<file path="config.mk">
export PLATFORM = sky130hd
export DESIGN_NAME = cell_bist_sequencer
export DESIGN_NICKNAME = d
export VERILOG_FILES = /design/src/rtl/cell_bist_sequencer.sv
export SDC_FILE = /design/constraint.sdc
export NUM_CORES = 1
export LEC_CHECK = 0
export CORE_MARGIN = 2
export CORE_UTILIZATION = 57
export DETAILED_ROUTE_END_ITERATION = 16
export PLACE_DENSITY = 0.84
export SKIP_LAST_GASP = 1
export SYNTH_ARGS = -nofsm -noshare
export SYNTH_HDL_FRONTEND = slang
export SYNTH_SLANG_ARGS = --single-unit
</file>
<file path="constraint.sdc">
create_clock -name clk -period 2.8 [get_ports clk]
set_input_delay 0.56 -clock clk [delete_from_list [all_inputs] [get_ports clk]]
set_output_delay 0.56 -clock clk [all_outputs]
set_load 0.1 [all_outputs]
</file>
<file path="src/rtl/cell_bist_sequencer.sv">
// Exhaustive truth-table BIST for an N_IN-input cell; a run takes 2**N_IN*(SETTLE_CYCLES+1) cycles start-to-done.
// No backpressure: start is honoured only in IDLE, results held until the next accepted start.
module cell_bist_sequencer #(
    parameter int                  N_IN          = 4,
    parameter int                  SETTLE_CYCLES = 2,
    parameter logic [2**N_IN-1:0]  EXPECTED      = 16'hFFFE
) (
    input  logic                 clk,
    input  logic                 rst_n,
    input  logic                 start,
    input  logic                 resp_in,
    output logic [N_IN-1:0]      vec_out,
    output logic                 busy,
    output logic                 done,
    output logic                 pass,
    output logic [2**N_IN-1:0]   signature,
    output logic                 fail_valid,
    output logic [N_IN-1:0]      fail_index
);

    localparam int              NV       = 2**N_IN;
    localparam logic [7:0]      CNT_LAST = 8'(SETTLE_CYCLES - 1);
    localparam logic [N_IN-1:0] IDX_LAST = '1;

    typedef enum logic [1:0] {
        ST_IDLE,
        ST_SETTLE,
        ST_SAMPLE
    } state_t;

    state_t            r_state, w_state_nxt;
    logic [N_IN-1:0]   r_idx, w_idx_nxt;
    logic [7:0]        r_cnt, w_cnt_nxt;
    logic [N_IN-1:0]   r_vec, w_vec_nxt;
    logic              r_busy, w_busy_nxt;
    logic              r_done, w_done_nxt;
    logic              r_pass, w_pass_nxt;
    logic [NV-1:0]     r_sig, w_sig_nxt;
    logic              r_fail_vld, w_fail_vld_nxt;
    logic [N_IN-1:0]   r_fail_idx, w_fail_idx_nxt;
    logic              w_mismatch;

    assign w_mismatch = (resp_in != EXPECTED[r_idx]);

    always_comb begin
        w_state_nxt    = r_state;
        w_idx_nxt      = r_idx;
        w_cnt_nxt      = r_cnt;
        w_vec_nxt      = r_vec;
        w_busy_nxt     = r_busy;
        w_done_nxt     = 1'b0;
        w_pass_nxt     = r_pass;
        w_sig_nxt      = r_sig;
        w_fail_vld_nxt = r_fail_vld;
        w_fail_idx_nxt = r_fail_idx;

        case (r_state)
            ST_IDLE: begin
                w_vec_nxt  = '0;
                w_busy_nxt = 1'b0;
                if (start) begin
                    w_state_nxt    = ST_SETTLE;
                    w_idx_nxt      = '0;
                    w_cnt_nxt      = '0;
                    w_busy_nxt     = 1'b1;
                    w_pass_nxt     = 1'b0;
                    w_sig_nxt      = '0;
                    w_fail_vld_nxt = 1'b0;
                    w_fail_idx_nxt = '0;
                end
            end
            ST_SETTLE: begin
                w_cnt_nxt = r_cnt + 8'd1;
                if (r_cnt == CNT_LAST)
                    w_state_nxt = ST_SAMPLE;
            end
            ST_SAMPLE: begin
                w_sig_nxt[r_idx] = resp_in;
                // Only the first mismatch of a run is recorded.
                if (w_mismatch && !r_fail_vld) begin
                    w_fail_vld_nxt = 1'b1;
                    w_fail_idx_nxt = r_idx;
                end
                w_cnt_nxt = '0;
                if (r_idx != IDX_LAST) begin
                    w_idx_nxt   = r_idx + 1'b1;
                    w_vec_nxt   = r_idx + 1'b1;
                    w_state_nxt = ST_SETTLE;
                end else begin
                    w_state_nxt = ST_IDLE;
                    w_busy_nxt  = 1'b0;
                    w_done_nxt  = 1'b1;
                    w_vec_nxt   = '0;
                    w_pass_nxt  = !(r_fail_vld || w_mismatch);
                end
            end
            default: begin
                w_state_nxt = ST_IDLE;
            end
        endcase
    end

    always_ff @(posedge clk or negedge rst_n) begin
        if (!rst_n) begin
            r_state    <= ST_IDLE;
            r_idx      <= '0;
            r_cnt      <= '0;
            r_vec      <= '0;
            r_busy     <= 1'b0;
            r_done     <= 1'b0;
            r_pass     <= 1'b0;
            r_sig      <= '0;
            r_fail_vld <= 1'b0;
            r_fail_idx <= '0;
        end else begin
            r_state    <= w_state_nxt;
            r_idx      <= w_idx_nxt;
            r_cnt      <= w_cnt_nxt;
            r_vec      <= w_vec_nxt;
            r_busy     <= w_busy_nxt;
            r_done     <= w_done_nxt;
            r_pass     <= w_pass_nxt;
            r_sig      <= w_sig_nxt;
            r_fail_vld <= w_fail_vld_nxt;
            r_fail_idx <= w_fail_idx_nxt;
        end
    end

    assign vec_out    = r_vec;
    assign busy       = r_busy;
    assign done       = r_done;
    assign pass       = r_pass;
    assign signature  = r_sig;
    assign fail_valid = r_fail_vld;
    assign fail_index = r_fail_idx;

endmodule

</file>
==> flow_summary.yaml, run 1 <==
timing:
  hold_viol: 0
  grt_setup_unrepaired: "no"
  final_max_slew_viol_count: 0
  layout_setup_ws_ns: 0.758
  fmax_mhz: 490
  finalSetupViolations: 0
  finClkSkew_ns: 0.00239
  min_period_ns: 2.04
  slew_headroom_pct: 41.1
  timing.final.crit_share_pct: 72.9
  worst_pin_slew_ns: 0.884
  tns_ns: 0
flow_run:
  cap_violations: 0
critical_path:
  critPathArrivalTime_ns: 2.22
  worstSetupStartpointType: "primary input"
  slowest_delay_ns: 0.69
  critPathRequiredTime_ns: 2.98
  critPathMaxFanout: 24
  timing.critical_path.cells: "clkdlybuf4s50_1 > or3b_1 > a21boi_4 > a22o_1"
  r2r-start: "r_idx[0]$_DFFE_PN0P_"
  r2r_cells: 6
  ff2ff_setup_slack_ns: 0.92
  critPathKind: "in -> reg"
  crit_path_top_delay_cell: "or3b_1"
  r2r_end: "fail_index[3]$_DFFE_PN0P_"
  end_kind: "register"
final_layout:
  final_nets: 248
  seq_area_um2: 1050
  areaGrowthSynthToFinish_pct: 13.6
  multi_input_area_um2: 925
  n_antenna_cell: 0
  final_common_cell: "dfrtp_1"
  mostFrequentLayoutCells: "dfrtp_1 (42), nand2_1 (41), buf_4 (29)"
  drive_gt1_share_pct: 19.3
  postLayoutCellArea_um2: 2380
  postLayoutCoreUtil_pct: 66.0
  fillCellCount: 296
yosys:
  ys_seq_elements: 42
  synthCells: 212
  synthesis.nets: 222
  synth-edff-count: 0
  syn_area_um2: 2100
  synthDistinctLibCells: 41
  synth_warnings: 0
  async_reset_ff_share_pct: 100
  synth_seq_area_share_pct: 50.1
  ys.flop_type: "dfrtp_1"
  avgSynthCellArea_um2: 9.89
route:
  wire_per_inst_um: 14.4
  ant_nets: 0
  drt_first_iter_violations: 214
  drt-total-wl_mm: 4.13
  vias_per_cell: 5.65
  via_count: 1617
  first_pass_iters: 4
  drc: 0
power_and_ir_drop:
  p_sw_share_pct: 34.3
  power_frac_clock_pct: 26.5
  power.internal_w: 0.000882
  cellLeakagePower_nw: 1.21
  power_density_nw_per_um2: 564
  p_switching_w: 0.000460
  ir_drop_uv: 282
  p_comb_share_pct: 23.9
  pwr-share-seq_pct: 49.6
die:
  pin_count: 32
  start_util_pct: 58.1
  die_x_um: 64.6
  core_area_um2: 3610
  die-area_um2: 4180
  die_height_um: 64.6
  rows: 22
cts:
  cts_buffer_depth: 2
  clk_latency_ns: 0.29
  cts.clk_slew.worst_paths_ns: 0.07
  post-cts-setup-buffers: 0
  h-tree-depth: 2
  clock-root-buffer: "clkbuf_8"
  cts.sinks: 42
  cts_resized: 0
  cts_hold_buf: 0
  cts_buffers: 5
  cts_tree: "done"
placement:
  dp_slack_ns: 0.443
  gp_congestion: 0.838
  place_area_um2: 2300
  hpwl_mm: 2.92
  portBuffers: 31
min_path:
  hold_class: "in -> async"
global_routing:
  grt_pass1_wl_mm: 7.03
  grt_pass1_vias: 1475
  grt_usage_pct: 22.2
  antenna_found_initial: 0
  grt_max_degree: 43
  overflow: 0
status:
  status: "completed"
==> stage by stage <==
step	hold WS, ns	std cells	power, W
2_1_floorplan	0.264	212	0.000930
3_3_place_gp	0.482	279	0.000994
3_5_place_dp	0.490	279	0.000998
4_1_cts	0.420	286	0.00135
5_1_grt	0.471	286	0.00141
6_report	0.389	286	0.00134
==> flip-flops by register name (all words and copies together), names as in the netlist <==
| register | cells |
|---|---|
| r_idx | 4 |
| fail_index | 4 |
| r_state | 2 |
| busy | 1 |
| r_cnt | 8 |
| done | 1 |
| fail_valid | 1 |
| vec_out | 4 |
| signature | 16 |
| pass | 1 |
==> power by group through the flow <==
stage	registers [W]	logic (W)	clock network, W
floorplan	0.000815	0.000115	0
detailed placement	0.000677	0.000321	0
finish	0.000666	0.000320	0.000355
global placement	0.000677	0.000317	0
global route	0.000671	0.000341	0.000395
CTS	0.000666	0.000322	0.000367
==> worst max-delay path by stage <==
stage / from / to / slack (ns) / cells after the start
6_report: start / r_idx[1]$_DFFE_PN0P_ / 0.76 / 4
5_1_grt: start / signature[12]$_DFFE_PN0P_ / 0.66 / 5
4_1_cts: start / r_idx[1]$_DFFE_PN0P_ / 0.75 / 4
3_5_place_dp: start / r_idx[3]$_DFFE_PN0P_ / 0.44 / 4
3_3_place_gp: start / r_idx[1]$_DFFE_PN0P_ / 0.48 / 4
2_1_floorplan: r_idx[0]$_DFFE_PN0P_ / fail_index[0]$_DFFE_PN0P_ / 1.22 / 6
==> kinds of logic (layout without fill, tap and decap cells) <==
kind of cell / Yosys count / after routing / synth area share (%)
AOI/OAI and AO/OA: 46 / 46 / 15.3
xor gates and xnor gates: 4 / 4 / 1.67
adders and majority gates: 6 / 6 / 3.58
buffers and inverters: 20 / 46 / 5.73
DFF: 42 / 42 / 50.1
muxes: 4 / 4 / 1.91
and+or+nand+nor: 90 / 90 / 21.7
==> routing by layer <==
layer	vias to the layer above	routed length [um]	track usage, %
li1	794	-	-
met1	762	1930	31.5
met2	55	1860	33.2
met3	6	289	5.56
met4	0	55	7.98
met5	-	0	0
==> worst max-delay path: cells and delay by family <==
family                 cells  cell delay [ns]
AND/OR/NAND/NOR            1             0.69
buffers and inverters      1             0.50
AO/OA/AOI/OAI              2             0.47
==> cells in the mapped netlist, drive strengths merged (4+ instances only) <==
master	number	area, um2
nand3	9	45.0
nor2	10	40.0
o311ai	4	35.0
nand4	12	75.1
nand2	42	160
mux2i	4	40.0
buf	8	65.1
inv	7	26.3
a21oi	9	45.0
dfrtp	42	1050
clkbuf	5	28.8
o211ai	7	52.6
ha	6	75.1
o21ai	14	70.1
==> final cells by class <==
| cell class | instances | area share (%) |
|---|---|---|
| Sequential cell | 42 | 44.1 |
| Multi-Input combinational cell | 150 | 38.8 |
| Timing Repair Buffer | 32 | 10.2 |
| Clock buffer | 7 | 3.21 |
| Tap cell | 48 | 2.52 |
| Inverter | 7 | 1.10 |
Power figures use the tool's default switching activity.
==> inputs of run 2 (changes only) <==
--- a/config.mk
+++ b/config.mk
@@ -6,9 +6,9 @@
 export NUM_CORES = 1
 export LEC_CHECK = 0
 export CORE_MARGIN = 2
-export CORE_UTILIZATION = 57
+export CORE_UTILIZATION = 53
 export DETAILED_ROUTE_END_ITERATION = 16
-export PLACE_DENSITY = 0.84
+export PLACE_DENSITY = 0.79
 export SKIP_LAST_GASP = 1
 export SYNTH_ARGS = -nofsm -noshare
 export SYNTH_HDL_FRONTEND = slang
==> constraint.sdc (replaced) <==
create_clock -name clk -period 2.1 [get_ports clk]
set_input_delay 0.42 -clock clk [delete_from_list [all_inputs] [get_ports clk]]
set_output_delay 0.42 -clock clk [all_outputs]
set_load 0.1 [all_outputs]
==> flow_summary.yaml, run 2 (synthesized netlist as in run 1, its figures left out) <==
cts:
  cts.clk_slew.worst_paths_ns: 0.08
  h-tree-depth: 2
  cts_tree: "done"
  cts_resized: 0
  cts_buffer_depth: 2
  cts.sinks: 42
  clock-root-buffer: "clkbuf_8"
  cts_hold_buf: 0
  clk_latency_ns: 0.29
  cts_buffers: 5
  post-cts-setup-buffers: 0
timing:
  slew_headroom_pct: 67.6
  timing.final.crit_share_pct: 83.9
  min_period_ns: 1.76
  tns_ns: 0
  grt_setup_unrepaired: "no"
  fmax_mhz: 567
  finClkSkew_ns: 0.00835
  hold_viol: 0
  fin_hold_ws_ns: 0.0809
  finalSetupViolations: 0
  final_max_slew_viol_count: 0
  worst_pin_slew_ns: 0.486
  layout_setup_ws_ns: 0.337
final_layout:
  final_nets: 251
  n_antenna_cell: 0
  largest_reg_flops: 16
  drive_gt1_share_pct: 20.7
  postLayoutCoreUtil_pct: 65.7
  areaGrowthSynthToFinish_pct: 17.3
  postLayoutCellArea_um2: 2460
  final_common_cell: "dfrtp_1"
  mostFrequentLayoutCells: "dfrtp_1 (42), nand2_1 (41), buf_4 (30)"
  fillCellCount: 310
route:
  ant_nets: 0
  drt-total-wl_mm: 4.44
  wire_per_inst_um: 15.3
  drc: 0
  first_pass_iters: 4
  via_count: 1686
  vias_per_cell: 5.81
  drt_first_iter_violations: 146
critical_path:
  path_delay_family: "flip-flops"
  worstSetupStartpointType: "register"
  crit_path_top_delay_cell: "dfrtp_1"
  timing.critical_path.cells: "inv_1 > ha_1 > nor3b_1 > xnor2_1 > nand2_2 > mux2i_1"
  critPathRequiredTime_ns: 2.28
  critPathMaxFanout: 7
  critPathBufInv: 1
  ff2ff_setup_slack_ns: 0.34
  critPathArrivalTime_ns: 1.94
  critPathKind: "reg -> reg"
  end_kind: "register"
  slowest_delay_ns: 0.46
die:
  pin_count: 32
  start_util_pct: 56.0
  core_area_um2: 3740
  die-area_um2: 4470
  die_x_um: 66.9
  rows: 22
  die_height_um: 66.9
min_path:
  hold_class: "in -> async"
global_routing:
  antenna_found_initial: 0
  grt_max_degree: 25
  grt_pass1_wl_mm: 7.53
  overflow: 0
  grt_usage_pct: 22.7
  grt_pass1_vias: 1589
power_and_ir_drop:
  power_density_nw_per_um2: 793
  cellLeakagePower_nw: 1.25
  ir_drop_uv: 455
placement:
  hpwl_mm: 3.18
  portBuffers: 31
  dp_slack_ns: 0.123
  place_area_um2: 2350
  gp_congestion: 0.830
status:
  status: "completed"
flow_run:
  cap_violations: 0
==> run 2: layout make-up <==
| type | instances | area [um2] | area share [%] |
|---|---|---|---|
| multi-input cells | 150 | 925 | 37.6 |
| clock inverters | 1 | 30.0 | 1.22 |
| repair buffers | 35 | 290 | 11.8 |
| well taps | 48 | 60.1 | 2.44 |
| inverters | 7 | 26.3 | 1.07 |
| flip-flops and latches | 42 | 1050 | 42.7 |
| clock buffers | 7 | 76.3 | 3.10 |
==> run 2: per-layer routing <==
metal | GRT usage, % | routed length (um) | share of wire [%] | vias to the layer above
li1 | - | - | - | 807
met1 | 32.1 | 2090 | 47 | 818
met2 | 34.0 | 2060 | 46 | 53
met3 | 5.07 | 213 | 4.8 | 8
met4 | 8.42 | 74 | 1.7 | 0
met5 | 0 | 0 | 0 | -
==> run 2: worst reg2reg max path: cells and delay by family, from the launching register on <==
family,cells,cell delay (ns)
buffers and inverters,1,0.11
multiplexers,1,0.17
adder cells (fa/ha/maj),1,0.22
flip-flops,1,0.46
AND/OR/NAND/NOR,2,0.36
XOR/XNOR,1,0.32
==> run 2: report_power, final <==
group          leakage, nW  internal (W)  switching [W]  total [W]
sequential           0.561      0.000847      0.0000402   0.000887
combinational        0.634      0.000110       0.000333   0.000443
clock               0.0524      0.000356       0.000263   0.000619
==> run 2: final timing paths <==
| kind | startpoint | end | cells past startpoint |
|---|---|---|---|
| setup / recovery | r_idx[0]$_DFFE_PN0P_ | fail_index[0]$_DFFE_PN0P_ | 6 |
| hold / removal | rst_n | r_cnt[6]$_DFFE_PN0P_ | 1 |
| setup reg to reg | r_idx[0]$_DFFE_PN0P_ | fail_index[0]$_DFFE_PN0P_ | 6 |
| hold reg to reg | vec_out[2]$_DFFE_PN0P_ | vec_out[2]$_DFFE_PN0P_ | 2 |
| max in group asynchronous | rst_n | signature[11]$_DFFE_PN0P_ | 2 |
| min in group clk | vec_out[2]$_DFFE_PN0P_ | vec_out[2]$_DFFE_PN0P_ | 2 |
==> run 2: through the flow <==
step / power, W / instances
detailed placement: 0.00135 / 282
global route: 0.00204 / 290
floorplan: 0.00124 / 212
CTS: 0.00197 / 290
global placement: 0.00134 / 282
finish: 0.00195 / 290
==> inputs of run 3 (changes only) <==
==> constraint.sdc (replaced) <==
create_clock -name clk -period 1.8 [get_ports clk]
set_input_delay 0.36 -clock clk [delete_from_list [all_inputs] [get_ports clk]]
set_output_delay 0.36 -clock clk [all_outputs]
set_load 0.1 [all_outputs]
==> flow_summary.yaml, run 3 (synthesized netlist as in run 1, its figures left out) <==
final_layout:
  final_common_cell: "dfrtp_1"
  areaGrowthSynthToFinish_pct: 35.3
  drive_gt1_share_pct: 23.9
  postLayoutCellArea_um2: 2840
  final_nets: 260
  mostFrequentLayoutCells: "dfrtp_1 (42), nand2_1 (41), buf_12 (28)"
  n_antenna_cell: 0
  largest_reg_flops: 16
die:
  pin_count: 32
  die_height_um: 66.9
  core_area_um2: 3740
  die_x_um: 66.9
  rows: 22
  start_util_pct: 56.0
  die-area_um2: 4470
min_path:
  hold_class: "in -> async"
timing:
  fmax_mhz: 567
  finClkSkew_ns: 0.00455
  timing.final.crit_share_pct: 98.0
  hold_viol: 0
  worst_pin_slew_ns: 0.535
  finalSetupViolations: 0
  slew_headroom_pct: 64.4
  final_max_slew_viol_count: 0
  min_period_ns: 1.76
  tns_ns: 0
critical_path:
  worstSetupStartpointType: "register"
  end_kind: "register"
  crit_path_top_delay_cell: "dfrtp_1"
  r2r_cells: 6
  critPathKind: "reg -> reg"
  critPathArrivalTime_ns: 1.94
  timing.critical_path.cells: "inv_1 > ha_1 > nor3b_1 > xnor2_1 > nand2_2 > mux2i_1"
  critPathMaxFanout: 5
  path_depth: 6
  critPathRequiredTime_ns: 1.98
  path_delay_family: "simple AND/OR/NAND/NOR gates"
  critPathBufInv: 1
  slowest_delay_ns: 0.43
placement:
  gp_congestion: 0.875
  portBuffers: 31
  hpwl_mm: 3.72
  place_area_um2: 2740
global_routing:
  antenna_found_initial: 0
  overflow: 0
  grt_pass1_wl_mm: 8.73
  grt_max_degree: 25
  grt_pass1_vias: 1795
  grt_usage_pct: 26.6
power_and_ir_drop:
  power.internal_w: 0.00152
  power_frac_clock_pct: 27.2
  pwr-share-seq_pct: 45.7
  p_comb_share_pct: 27.2
  power_density_nw_per_um2: 811
  cellLeakagePower_nw: 1.37
  ir_drop_uv: 567
  p_sw_share_pct: 34.1
  p_switching_w: 0.000784
cts:
  cts.sinks: 42
  cts_tree: "done"
  h-tree-depth: 2
  clk_latency_ns: 0.30
  cts_buffers: 5
  cts_hold_buf: 0
  cts_resized: 0
  cts.clk_slew.worst_paths_ns: 0.08
  cts_buffer_depth: 2
  clock-root-buffer: "clkbuf_8"
flow_run:
  cap_violations: 0
status:
  status: "completed"
route:
  ant_nets: 0
  drc: 0
  via_count: 1832
  drt-total-wl_mm: 5.23
  drt_first_iter_violations: 231
  vias_per_cell: 6.13
  first_pass_iters: 6
  wire_per_inst_um: 17.5
==> run 3: changes by cell type in the layout (fill, tap and decap cells not counted), sizes merged <==
cell / delta
buf: +9
bufinv: -1
clkinv: +1
==> run 3: area by class of cell <==
class | instances | area, um2
Fill cell | 236 | 907
Inverter | 7 | 26.3
Tap cell | 48 | 60.1
Timing Repair Buffer | 44 | 683
Clock inverter | 1 | 5.00
Multi-Input combinational cell | 150 | 925
Clock buffer | 7 | 86.3
Sequential cell | 42 | 1050
==> run 3: repair_timing <==
item / CTS / global route
endpoints found under the hold margin: 0 / 0
endpoints found under the setup margin: 0 / 4
buffers inserted: 0 / 1
==> run 3: through the flow <==
stage          worst slack [ns]  total power (W)  hold WS (ns)  instances  util, %
6_report                 0.0356          0.00230        0.0349        299     75.8
5_1_grt                 -0.0354          0.00240        0.0792        299     75.8
4_1_cts                  0.0275          0.00230        0.0553        298     75.6
3_5_place_dp            -0.0741          0.00168         0.368        290     73.1
3_3_place_gp            -0.0402          0.00167         0.365        290     73.1
2_1_floorplan             0.220          0.00145        0.0644        212        -
==> run 3: layer usage <==
metal	track usage [%]	wire length, um
met3	4.73	372
met5	0	0
met1	34.6	2070
met4	12.8	178
met2	42.9	2610
==> run 3: worst paths after layout <==
kind                                           start                        end  slack [ns]
worst max-delay path            r_idx[1]$_DFFE_PN0P_  fail_index[0]$_DFFE_PN0P_        0.04
max in group asynchronous                      rst_n           pass$_DFFE_PN0P_        1.21
min in group clk                r_cnt[6]$_DFFE_PN0P_       r_cnt[6]$_DFFE_PN0P_        0.55
worst min-delay path                           rst_n           busy$_DFFE_PN0P_        0.03
worst min register to register  r_cnt[6]$_DFFE_PN0P_       r_cnt[6]$_DFFE_PN0P_        0.55
worst max register to register  r_idx[1]$_DFFE_PN0P_  fail_index[0]$_DFFE_PN0P_        0.04
==> run 3: power groups by stage <==
stage               combinational (W)  clock, W  sequential [W]
detailed placement           0.000615         0         0.00107
global route                 0.000659  0.000680         0.00106
global placement             0.000602         0         0.00107
floorplan                    0.000179         0         0.00127
finish                       0.000625  0.000625         0.00105
CTS                          0.000620  0.000624         0.00105
==> run 3: worst reg2reg max path: cells and delay by family, from the launching register on <==
kind	cells	cell delay, ns
adders and majority gates	1	0.21
buffers and inverters	1	0.15
muxes	1	0.16
xor gates and xnor gates	1	0.23
DFF	1	0.43
and+or+nand+nor	2	0.46
